## config.mk

```make
export PLATFORM = sky130hd
export DESIGN_NAME = y86_instr_encoder
export DESIGN_NICKNAME = d
export VERILOG_FILES = /design/src/rtl/y86_pkg.sv /design/src/rtl/y86_instr_len.sv /design/src/rtl/y86_instr_encoder.sv
export SDC_FILE = /design/constraint.sdc
export NUM_CORES = 1
export LEC_CHECK = 0
export ABC_AREA = 1
export CAP_MARGIN = 15
export CORE_UTILIZATION = 35
export CTS_BUF_LIST = sky130_fd_sc_hd__clkbuf_4
export CTS_CLUSTER_DIAMETER = 200
export CTS_CLUSTER_SIZE = 8
export DETAILED_ROUTE_END_ITERATION = 8
export SLEW_MARGIN = 30
export SYNTH_ARGS = -nofsm -noshare
export SYNTH_HDL_FRONTEND = slang
export SYNTH_SLANG_ARGS = --single-unit
```

## constraint.sdc

```tcl
create_clock -name clk -period 4.7 [get_ports clk]
set_input_delay 0.47 -clock clk [delete_from_list [all_inputs] [get_ports clk]]
set_output_delay 0.47 -clock clk [all_outputs]
set_load 0.05 [all_outputs]
```

## src/rtl/y86_pkg.sv

```systemverilog
// Shared Y86 definitions: instruction codes, register sentinel,
// encoder state encoding and the per-icode instruction length.
package y86_pkg;

    localparam logic [3:0] I_HALT   = 4'h0;
    localparam logic [3:0] I_NOP    = 4'h1;
    localparam logic [3:0] I_RRMOVQ = 4'h2;
    localparam logic [3:0] I_IRMOVQ = 4'h3;
    localparam logic [3:0] I_RMMOVQ = 4'h4;
    localparam logic [3:0] I_MRMOVQ = 4'h5;
    localparam logic [3:0] I_OPQ    = 4'h6;
    localparam logic [3:0] I_JXX    = 4'h7;
    localparam logic [3:0] I_CALL   = 4'h8;
    localparam logic [3:0] I_RET    = 4'h9;
    localparam logic [3:0] I_PUSHQ  = 4'hA;
    localparam logic [3:0] I_POPQ   = 4'hB;

    localparam logic [3:0] REG_NONE = 4'hF;

    typedef enum logic {
        ST_IDLE = 1'b0,
        ST_EMIT = 1'b1
    } state_e;

    // Zero marks an illegal icode.
    function automatic logic [3:0] instr_len(input logic [3:0] icode);
        logic [3:0] len;
        unique case (icode)
            I_HALT, I_NOP, I_RET:               len = 4'd1;
            I_RRMOVQ, I_OPQ, I_PUSHQ, I_POPQ:   len = 4'd2;
            I_JXX, I_CALL:                      len = 4'd9;
            I_IRMOVQ, I_RMMOVQ, I_MRMOVQ:       len = 4'd10;
            default:                            len = 4'd0;
        endcase
        return len;
    endfunction

endpackage

```

## src/rtl/y86_instr_len.sv

```systemverilog
// Combinational icode -> instruction length lookup, shared with fetch.
module y86_instr_len
    import y86_pkg::*;
(
    input  logic [3:0] icode_i,
    output logic [3:0] len_o,
    output logic       valid_o
);

    assign len_o   = instr_len(icode_i);
    assign valid_o = (len_o != 4'd0);

endmodule

```

## src/rtl/y86_instr_encoder.sv

```systemverilog
// Serialises decoded Y86 instructions into byte-wide imem writes
// at a running write pointer, one byte per cycle.
module y86_instr_encoder
    import y86_pkg::*;
#(
    parameter int ADDR_W    = 10,
    parameter int MEM_BYTES = 1024
) (
    input  logic              clk,
    input  logic              rst_n,
    input  logic              addr_load,
    input  logic [ADDR_W-1:0] addr_in,
    input  logic              in_valid,
    output logic              in_ready,
    input  logic [3:0]        icode,
    input  logic [3:0]        ifun,
    input  logic [3:0]        rA,
    input  logic [3:0]        rB,
    input  logic [63:0]       valc,
    output logic              mem_we,
    output logic [ADDR_W-1:0] mem_addr,
    output logic [7:0]        mem_wdata,
    output logic              done,
    output logic              error,
    output logic [ADDR_W-1:0] next_pc
);

    localparam logic [ADDR_W:0] MEM_END = (ADDR_W+1)'(MEM_BYTES);

    state_e            state_q, state_d;
    logic [3:0]        idx_q, len_q;
    logic [ADDR_W-1:0] base_q;
    logic [ADDR_W:0]   pc_q;
    logic [79:0]       img_q, img;
    logic              err_q;

    logic              we_q, we_d;
    logic [ADDR_W-1:0] addr_q, addr_d;
    logic [7:0]        data_q, data_d;
    logic              done_q, done_d;

    logic [3:0]        len;
    logic              len_ok;
    logic [ADDR_W:0]   end_pc;
    logic              accept, start, last;
    logic [3:0]        ra_f, rb_f;

    y86_instr_len u_len (
        .icode_i (icode),
        .len_o   (len),
        .valid_o (len_ok)
    );

    // Pointer is one bit wider so a completely full imem is representable.
    assign end_pc   = pc_q + (ADDR_W+1)'(len);
    assign in_ready = (state_q == ST_IDLE) && !addr_load;
    assign accept   = in_valid && in_ready;
    assign start    = accept && len_ok && (end_pc <= MEM_END);
    assign last     = (idx_q == len_q);

    assign ra_f = (icode == I_IRMOVQ) ? REG_NONE : rA;
    assign rb_f = (icode == I_PUSHQ || icode == I_POPQ) ? REG_NONE : rB;

    always_comb begin
        img       = '0;
        img[7:0]  = {icode, ifun};
        unique case (icode)
            I_IRMOVQ, I_RMMOVQ, I_MRMOVQ: begin
                img[15:8]  = {ra_f, rb_f};
                img[79:16] = valc;
            end
            I_JXX, I_CALL: img[71:8] = valc;
            I_RRMOVQ, I_OPQ, I_PUSHQ, I_POPQ: img[15:8] = {ra_f, rb_f};
            default: ;
        endcase
    end

    always_ff @(posedge clk or negedge rst_n) begin
        if (!rst_n) state_q <= ST_IDLE;
        else        state_q <= state_d;
    end

    always_comb begin
        state_d = state_q;
        unique case (state_q)
            ST_IDLE: if (start) state_d = ST_EMIT;
            ST_EMIT: if (last)  state_d = ST_IDLE;
            default: state_d = ST_IDLE;
        endcase
    end

    // Byte 0 is registered at accept; idx_q then names the next byte.
    always_comb begin
        we_d   = 1'b0;
        addr_d = addr_q;
        data_d = data_q;
        done_d = 1'b0;
        if (state_q == ST_IDLE && start) begin
            we_d   = 1'b1;
            addr_d = pc_q[ADDR_W-1:0];
            data_d = img[7:0];
            done_d = (len == 4'd1);
        end else if (state_q == ST_EMIT && !last) begin
            we_d   = 1'b1;
            addr_d = base_q + ADDR_W'(idx_q);
            data_d = img_q[{idx_q, 3'b000} +: 8];
            done_d = (idx_q == len_q - 4'd1);
        end
    end

    always_ff @(posedge clk or negedge rst_n) begin
        if (!rst_n) begin
            we_q   <= 1'b0;
            addr_q <= '0;
            data_q <= '0;
            done_q <= 1'b0;
        end else begin
            we_q   <= we_d;
            addr_q <= addr_d;
            data_q <= data_d;
            done_q <= done_d;
        end
    end

    always_ff @(posedge clk or negedge rst_n) begin
        if (!rst_n) begin
            idx_q  <= '0;
            len_q  <= '0;
            base_q <= '0;
            img_q  <= '0;
            pc_q   <= '0;
            err_q  <= 1'b0;
        end else if (state_q == ST_IDLE) begin
            if (addr_load) begin
                pc_q  <= {1'b0, addr_in};
                err_q <= 1'b0;
            end else if (start) begin
                base_q <= pc_q[ADDR_W-1:0];
                len_q  <= len;
                img_q  <= img;
                idx_q  <= 4'd1;
            end else if (accept) begin
                err_q <= 1'b1;
            end
        end else begin
            if (last) pc_q <= {1'b0, base_q} + (ADDR_W+1)'(len_q);
            else      idx_q <= idx_q + 4'd1;
        end
    end

    assign mem_we    = we_q;
    assign mem_addr  = addr_q;
    assign mem_wdata = data_q;
    assign done      = done_q;
    assign error     = err_q;
    assign next_pc   = pc_q[ADDR_W-1:0];

endmodule
```

==> qor.yml <==
status: "finished, final reports clean"
die_y_um: 150
avgSynthCellArea_um2: 7.39
via_per_inst: 5.10
cts_buffer_depth: 2
cap_violations: 0
hold_violations: 0
track_usage: 0.213
yosysWarnings: 0
cts_inserted_buffers: 17
cts_hold_buf: 1
hpwl_um: 16200
clkSinkCount: 129
synth_cell_types: 36
cts_resized: 0
cp.arrival_ps: 4200
yosys_register_bits: 129
grt_first_pass_wirelength_um: 36300
io_pins: 126
finalPower_mw: 5.73
cts_root_buf: "clkbuf_4"
finalWeightedCongestion: 0.886
drt_wl_total_um: 22500
synth-seq-area-share: 0.423
max_freq_mhz: 266
grt_max_degree: 95
power_leakage_nw: 4.56
fin_crit_sh: 0.800
preCtsSetupSlack_ps: 439
cp.required_ps: 5140
max_stage_delay_ps: 590
min_path_type: "input port to asynchronous set/reset pin"
tns_ps: 0
syn_to_final_growth_pct: 22.2
initial_core_util: 0.360
postCtsSetupRepairBufs: 0
antenna_found_initial: 1
vias: 7241
insertion_delay_ps: 560
overflow: 0
rows: 53
ctsHtreeMaxLevel: 4
fin_skew_ps: 30.0
setup_viol: 0
hold_ws_ps: 488
crit_slowest_cell: "clkdlybuf4s50_1"
cp-start-kind: "input port"
syn-cell-area_um2: 7640
post-route-drc-count: 0
cts_tree: "yes"
peakVddDrop_uv: 230
wl_per_cell_um: 15.8
maxSlewViolCount: 0
synth_async_sr_flop_share: 1.00
clk_pin_slew_worst_paths_ps: 130
crit_type: "input port to flop"
cp_common_cell: "inv_1"
drt-initial-drc-count: 482
syn_inst: 1034
layout-drive-gt1-share: 0.0569
synth_nets: 1143
first_global_vias: 7065
worst_pin_slew_ps: 760
worstPathCellList: "clkdlybuf4s50_1 -> inv_1 -> nor2_1 -> inv_1 -> o21ai_0 -> ha_1 -> inv_1 -> fa_1 -> inv_1 -> nand3_1 -> nand2_2 -> nand3_2 -> nor3_2 -> xor2_1 -> nand2_2 -> nand2_4 -> buf_12 -> nand2_1 -> o21ai_0 -> nand2_1"
final_antenna_net_count: 0
final.setup.worst_slack_ps: 940
synth_ff_type: "dfrtp_1"
io_buffers: 125
final_util: 0.440
num-nets-final: 1238
p_per_area_nw_per_um2: 614
cp-end-kind: "flop"
drt-pass1-iter-count: 5
core_area_um2: 21200
rsz0062_at_grt: "no"
die_x_um: 150
die_area_um2: 22400
min_period_ps: 3760
synth_edf_count: 0
crit_fanout: 94
relSlewSlack: 0.494
==> cell families (layout without fill, tap and decap cells) <==
logic type | count (synthesis) | count (layout) | share of synthesized area
compound gates | 224 | 224 | 0.169
xor+xnor | 13 | 13 | 0.0149
fa+ha+maj | 15 | 15 | 0.0275
buf+inv | 208 | 316 | 0.120
flops | 129 | 129 | 0.423
mux | 8 | 8 | 0.0105
other cells | 0 | 4 | 0
simple gates | 437 | 437 | 0.236
==> critical path: cells and delay by family <==
family	cells	cell delay (ps)
fa+ha+maj	2	600
buf+inv	6	1250
compound gates	2	390
simple gates	9	1260
xor+xnor	1	190
==> synthesized netlist by cell type (4+ instances only) <==
master | n | area, um2
clkbuf_1 | 20 | 75.1
inv_1 | 139 | 522
o21ai_0 | 77 | 385
a21oi_1 | 27 | 135
xor2_1 | 11 | 96.3
nand2_1 | 312 | 1170
clkinv_1 | 4 | 15.0
nand3_1 | 83 | 415
buf_1 | 5 | 18.8
or2_2 | 4 | 25.0
mux2i_1 | 8 | 80.1
o21ai_2 | 5 | 43.8
buf_4 | 15 | 113
o21ai_1 | 33 | 165
buf_2 | 16 | 80.1
o22ai_1 | 53 | 332
o211ai_1 | 23 | 173
nor2_1 | 25 | 93.8
ha_1 | 12 | 150
dfrtp_1 | 129 | 3230
buf_6 | 8 | 90.1
==> stage by stage <==
step,cells,instance area (um2)
4_1_cts,1417,9330
2_1_floorplan,1034,7640
3_3_place_gp,1384,8990
5_1_grt,1421,9340
3_5_place_dp,1384,8990
6_report,1421,9340
==> final cells by class <==
cell class	instances	area (um2)
inverters	144	543
well taps	275	344
multi-input cells	697	3500
fillers	2209	11900
repair buffers	140	1390
flip-flops and latches	129	3230
diodes	4	10.0
clock buffers	18	135
clock inverters	14	185
==> final timing paths <==
kind | start | to | slack, ps | depth (start not counted)
worst max-delay path | icode[2] | idx_q[0]$_DFFE_PN0P_ | 940 | 20
worst min-delay path | rst_n | img_q[45]$_DFFE_PN0P_ | 490 | 2
worst max register to register | pc_q[0]$_DFFE_PN0P_ | idx_q[0]$_DFFE_PN0P_ | 1480 | 15
worst min register to register | img_q[33]$_DFFE_PN0P_ | img_q[33]$_DFFE_PN0P_ | 490 | 2
max in group asynchronous | rst_n | mem_wdata[4]$_DFFE_PN0P_ | 3170 | 3
min in group clk | img_q[33]$_DFFE_PN0P_ | img_q[33]$_DFFE_PN0P_ | 490 | 2
==> routing by layer <==
layer	vias up	routed length, um	track usage
met4	0	256	0.0626
met3	24	1270	0.0338
li1	3554	-	-
met2	202	10300	0.334
met1	3461	10600	0.300
met5	-	0	0
==> registers in the layout, summed over array words and instances (netlist names) <==
signal,flops
base_q,10
done,1
error,1
idx_q,4
img_q,80
len_q,3
mem_addr,10
mem_wdata,8
pc_q,11
state_q,1
==> report_power, final <==
| group | switching [mW] | leakage (nW) | internal [mW] |
|---|---|---|---|
| Clock | 0.445 | 0.162 | 0.426 |
| Sequential | 0.400 | 1.67 | 1.56 |
| Combinational | 1.87 | 2.73 | 1.04 |
==> layout by cell type (no fill, tap or decap), types with 11 or more instances in the layout <==
master / Yosys / layout
o22ai_1: 53 / 53
o21ai_0: 77 / 77
xor2_1: 11 / 11
o211ai_1: 23 / 23
dfrtp_1: 129 / 128
nand3_1: 83 / 83
buf_4: 15 / 13
nor2_1: 25 / 24
inv_1: 139 / 139
clkbuf_4: 0 / 18
o21ai_1: 33 / 33
nand2_1: 312 / 312
clkdlybuf4s50_1: 0 / 124
ha_1: 12 / 12
a21oi_1: 27 / 27
No activity file was read; power rests on OpenSTA's default activity.
